$ cat config.mk
export PLATFORM = sky130hd
export DESIGN_NAME = cdb_arbiter
export DESIGN_NICKNAME = d
export VERILOG_FILES = /design/src/rtl/cdb_arbiter.sv
export SDC_FILE = /design/constraint.sdc
export NUM_CORES = 1
export LEC_CHECK = 0
export ABC_AREA = 0
export BUFFER_PORTS_ARGS = -buffer_cell sky130_fd_sc_hd__buf_2
export CORE_MARGIN = 2
export CORE_UTILIZATION = 49
export DETAILED_ROUTE_END_ITERATION = 6
export PLACE_DENSITY_LB_ADDON = 0.05
export SLEW_MARGIN = 25
export SYNTH_ARGS = -nofsm -noshare
export SYNTH_HDL_FRONTEND = slang
export SYNTH_SLANG_ARGS = --single-unit
$ cat constraint.sdc
create_clock -name clk -period 11.8 [get_ports clk]
set_input_delay 1.18 -clock clk [delete_from_list [all_inputs] [get_ports clk]]
set_output_delay 1.18 -clock clk [all_outputs]
set_load 0.02 [all_outputs]
$ cat src/rtl/cdb_arbiter.sv
// -----------------------------------------------------------------------------
// cdb_arbiter
// Collects results from NUM_FU functional units into one holding slot per FU
// and broadcasts one of them per cycle on the common data bus (CDB). The
// winner is picked round-robin, starting from the FU after the last winner.
// A handshake in cycle N with no competition reaches the CDB in cycle N+2.
//
// Ports
//   clk           : single clock, rising edge
//   rst_n         : asynchronous active-low reset
//   fu_valid      : per-FU result valid
//   fu_rob_entry  : per-FU destination ROB tag, packed, FU i at [i*ROB_W +: ROB_W]
//   fu_value      : per-FU result value, packed, FU i at [i*DATA_W +: DATA_W]
//   fu_ready      : per-FU accept (combinational); FU holds result while not ready
//   flush         : synchronous flush, drops all held and presented results
//   cdb_valid     : broadcast valid (registered)
//   cdb_rob_entry : broadcast ROB tag (registered)
//   cdb_value     : broadcast value (registered)
//   cdb_src       : index of the FU owning the broadcast (registered)
//   pending       : holding-slot occupancy
// -----------------------------------------------------------------------------
module cdb_arbiter #(
  parameter int NUM_FU = 5,
  parameter int DATA_W = 32,
  parameter int ROB_W  = 4
) (
  input  logic                       clk,
  input  logic                       rst_n,
  input  logic [NUM_FU-1:0]          fu_valid,
  input  logic [NUM_FU*ROB_W-1:0]    fu_rob_entry,
  input  logic [NUM_FU*DATA_W-1:0]   fu_value,
  output logic [NUM_FU-1:0]          fu_ready,
  input  logic                       flush,
  output logic                       cdb_valid,
  output logic [ROB_W-1:0]           cdb_rob_entry,
  output logic [DATA_W-1:0]          cdb_value,
  output logic [2:0]                 cdb_src,
  output logic [NUM_FU-1:0]          pending
);

  localparam int IDX_W = 3;

  // (base + off) mod NUM_FU; both operands are below NUM_FU so one fold suffices
  function automatic logic [IDX_W-1:0] wrap_add(input logic [IDX_W-1:0] base,
                                                input int             off);
    int sum;
    sum = int'(base) + off;
    if (sum >= NUM_FU) begin
      sum = sum - NUM_FU;
    end else begin
      sum = sum;
    end
    return IDX_W'(sum);
  endfunction

  logic [NUM_FU-1:0] hold_v_r;
  logic [ROB_W-1:0]  hold_tag_r [NUM_FU];
  logic [DATA_W-1:0] hold_val_r [NUM_FU];
  logic [IDX_W-1:0]  rr_ptr_r;

  logic [NUM_FU-1:0] grant_s;
  logic [IDX_W-1:0]  grant_idx_s;
  logic              grant_any_s;
  logic [NUM_FU-1:0] handshake_s;
  logic [IDX_W-1:0]  cand_s;

  // Round-robin pick: first occupied slot scanning upward from rr_ptr_r, wrapping
  always_comb begin
    grant_s     = '0;
    grant_idx_s = '0;
    grant_any_s = 1'b0;
    cand_s      = '0;
    for (int k = 0; k < NUM_FU; k++) begin
      cand_s = wrap_add(rr_ptr_r, k);
      if (!grant_any_s && hold_v_r[cand_s]) begin
        grant_any_s     = 1'b1;
        grant_idx_s     = cand_s;
        grant_s[cand_s] = 1'b1;
      end else begin
        grant_any_s = grant_any_s;
      end
    end
  end

  // A slot can accept when empty or when it is being drained this cycle
  always_comb begin
    fu_ready    = {NUM_FU{~flush}} & (~hold_v_r | grant_s);
    handshake_s = fu_valid & fu_ready;
    pending     = hold_v_r;
  end

  // Holding slots: load on handshake, clear on grant; a same-cycle handshake
  // on the granted FU wins so streaming results see no bubble
  always_ff @(posedge clk or negedge rst_n) begin
    if (!rst_n) begin
      hold_v_r <= '0;
      for (int i = 0; i < NUM_FU; i++) begin
        hold_tag_r[i] <= '0;
        hold_val_r[i] <= '0;
      end
    end else if (flush) begin
      hold_v_r <= '0;
    end else begin
      for (int i = 0; i < NUM_FU; i++) begin
        if (handshake_s[i]) begin
          hold_v_r[i]   <= 1'b1;
          hold_tag_r[i] <= fu_rob_entry[i*ROB_W +: ROB_W];
          hold_val_r[i] <= fu_value[i*DATA_W +: DATA_W];
        end else if (grant_s[i]) begin
          hold_v_r[i] <= 1'b0;
        end else begin
          hold_v_r[i] <= hold_v_r[i];
        end
      end
    end
  end

  // CDB output register and round-robin pointer; flush squashes the grant
  // but leaves the pointer where it was
  always_ff @(posedge clk or negedge rst_n) begin
    if (!rst_n) begin
      rr_ptr_r      <= '0;
      cdb_valid     <= 1'b0;
      cdb_rob_entry <= '0;
      cdb_value     <= '0;
      cdb_src       <= 3'd0;
    end else if (flush) begin
      rr_ptr_r      <= rr_ptr_r;
      cdb_valid     <= 1'b0;
      cdb_rob_entry <= '0;
      cdb_value     <= '0;
      cdb_src       <= 3'd0;
    end else if (grant_any_s) begin
      rr_ptr_r      <= wrap_add(grant_idx_s, 1);
      cdb_valid     <= 1'b1;
      cdb_rob_entry <= hold_tag_r[grant_idx_s];
      cdb_value     <= hold_val_r[grant_idx_s];
      cdb_src       <= grant_idx_s;
    end else begin
      rr_ptr_r      <= rr_ptr_r;
      cdb_valid     <= 1'b0;
      cdb_rob_entry <= '0;
      cdb_value     <= '0;
      cdb_src       <= 3'd0;
    end
  end

endmodule

==> out/metrics.cfg <==
[run_status]
outcome = complete, no violations

[clock_tree]
clkTransAtPathRegs_ps = 60
clkSinkCount = 228
root_buffer = clkbuf_16
htree_levels = 1
numCtsBuffers = 26
clock_path_buffers = 3
hold_buffers = 0
postCtsSetupRepairBufs = 0
clk_latency_ps = 530
cts-resized-gates = 0
cts_tree = built

[cells_and_area]
fillCellCount = 1938
final_nets = 1317
postLayoutCoreUtil = 0.593
drive_gt1_frac = 0.415
area_delta_synth_final_pct = 20.0

[route]
dr.pass1.iters = 5
ant_nets = 0
wirelength_mm = 29.4
first_iter_violations = 373
wl_per_cell_um = 20.6
via_per_inst = 5.63
drc_errors = 0
vias = 8039

[yosys]
yosysWarningCount = 0
yosysUniqueCellTypes = 69
synth_common_cells = dfrtp_1 (228), mux2_2 (111), nand2_1 (85)
syn_area_mm2 = 0.0111
synth_top_area_share = 0.515
synth.most_common_cell = dfrtp_1
netlist_instances = 903
syn_avg_cell_area_um2 = 12.3
synth_area_leaders = dfrtp_1 (52%), mux2_2 (11%), mux2_4 (6.8%), a311oi_1 (2.9%), a211oi_1 (2.9%)
synth_flop_cell = dfrtp_1
synthArstFlopShare = 1.00
synth_edf_count = 0
mappedNetlistNets = 1102
ys_seq_area_frac = 0.515
ys_seq_elements = 228
yosys.area.top_type = dfrtp_1

[sta]
setup_viol = 0
slew_headroom = 0.341
tightestPinTransition_ps = 989
hold_violations = 0
clock_skew_ps = 15.3
max_freq_ghz = 0.161
rsz0062_at_grt = no
final.setup.tns_ps = 0
period_minus_slack_ps = 6190
drv_slew = 0
finalCritPeriodShare = 0.525

[floorplanning]
row_count = 55
dieArea_mm2 = 0.0238
die_w_um = 154
core-area_mm2 = 0.0224
initial_core_util = 0.494
io_pins = 238
die_h_um = 154

[hold_path]
hp-class = reg2reg
hold_start = hold_val_r[122]
min_path_cells = 1
min_to = hold_val_r[122]

[placement]
port_buffers = 237
gp_congestion = 0.866
hpwlAfterDp_mm = 19.4

[grt]
grt-ovfl-total = 0
grt_usage = 0.246
antenna_found_initial = 9
grt_pass1_vias = 8183
grt_max_degree = 84
grt_pass1_wl_mm = 45.6

[setup_path]
endpoint_kind = output pin
reg2reg_setup_slack_ps = 5910
cpMaxStageDelayCell = dfrtp_1
path_class = reg2out
startpoint_type = register
path_cells = inv_2, ha_1, ha_1, o22ai_1, nor3b_1, a31oi_4, nand3_4, nor4_4, inv_1, o22a_1, a21oi_4, buf_2
reg2reg_depth = 14
required_ps = 10620
r2r_end = cdb_value[7]
crit_top_cell = ha_1
slowest_delay_ps = 900
cp.arrival_ps = 5010
crit_path_max_fanout = 27
worstReg2RegStart = rr_ptr_r[0]

[flow_run]
drv_cap = 0

## placed cells by master, fill, tap and decap left out, drive strengths merged, types with 27 or more instances in the layout
master,count
clkbuf,35
dfrtp,228
and2,42
a311oi,37
nor2,27
a211oi,43
mux2,181
nand2,87
buf,244
a21oi,54
## flip-flops by register name (all words and copies together) (netlist names)
signal,flops
cdb_rob_entry,4
cdb_valid,1
hold_tag_r,20
pending,5
cdb_value,32
cdb_src,3
hold_val_r,160
rr_ptr_r,3
## layout make-up
cell class	count	area, µm²	share of cell area
clock buffer	35	734	0.0553
clock inverter	13	195	0.0147
timing repair buffer	244	1250	0.0942
sequential	228	5710	0.429
tap	285	357	0.0268
antenna	5	12.5	0.000941
multi-input combinational	603	4980	0.375
inverter	15	56.3	0.00424
## per-stage QoR
stage / std cells / worst slack (ps) / area, µm² / hold slack (ps)
2_1_floorplan: 903 / 7260 / 11100 / 453
3_3_place_gp: 1375 / 6080 / 12300 / 468
3_5_place_dp: 1375 / 5880 / 12400 / 475
4_1_cts: 1423 / 5640 / 13300 / 489
5_1_grt: 1426 / 5320 / 13300 / 495
6_report: 1428 / 5610 / 13300 / 487
## worst max-delay path: cells and delay by family (launching register included)
family                     cells  cell delay (ps)
AOI/OAI and AO/OA              4             1490
DFF                            1              900
and+or+nand+nor                3              770
adders and majority gates      2              740
buffers and inverters          3              600
## cell families after synthesis
family,synth area share
compound gates,0.128
xor+xnor,0.00475
fa+ha+maj,0.0131
buf+inv,0.0376
flops,0.515
mux,0.209
simple gates,0.0925
## worst max-delay path by stage
| stage | startpoint | to | slack [ps] | cells past startpoint |
|---|---|---|---|---|
| final | rr_ptr_r[0] | fu_ready[4] | 5610 | 12 |
| after CTS | rr_ptr_r[0] | fu_ready[4] | 5640 | 12 |
| after global routing | rr_ptr_r[0] | fu_ready[1] | 5320 | 12 |
| after floorplan | rr_ptr_r[0] | fu_ready[4] | 7260 | 13 |
| after global placement | rr_ptr_r[0] | cdb_value[15] | 6080 | 15 |
| after detailed placement | rr_ptr_r[0] | cdb_rob_entry[3] | 5880 | 14 |
## metal layers
| metal | part of all wire | global-route usage | up-vias | routed length [µm] |
|---|---|---|---|---|
| met1 | 0.44 | 0.333 | 3994 | 13100 |
| met4 | 0.030 | 0.0833 | 6 | 892 |
| met2 | 0.46 | 0.395 | 252 | 13500 |
| met3 | 0.065 | 0.0558 | 55 | 1920 |
| li1 | - | - | 3732 | - |
| met5 | 0.0014 | 0 | - | 41 |
Power is not shown: default switching activity piles up to over one toggle a cycle in this logic, so the estimate is an artifact.
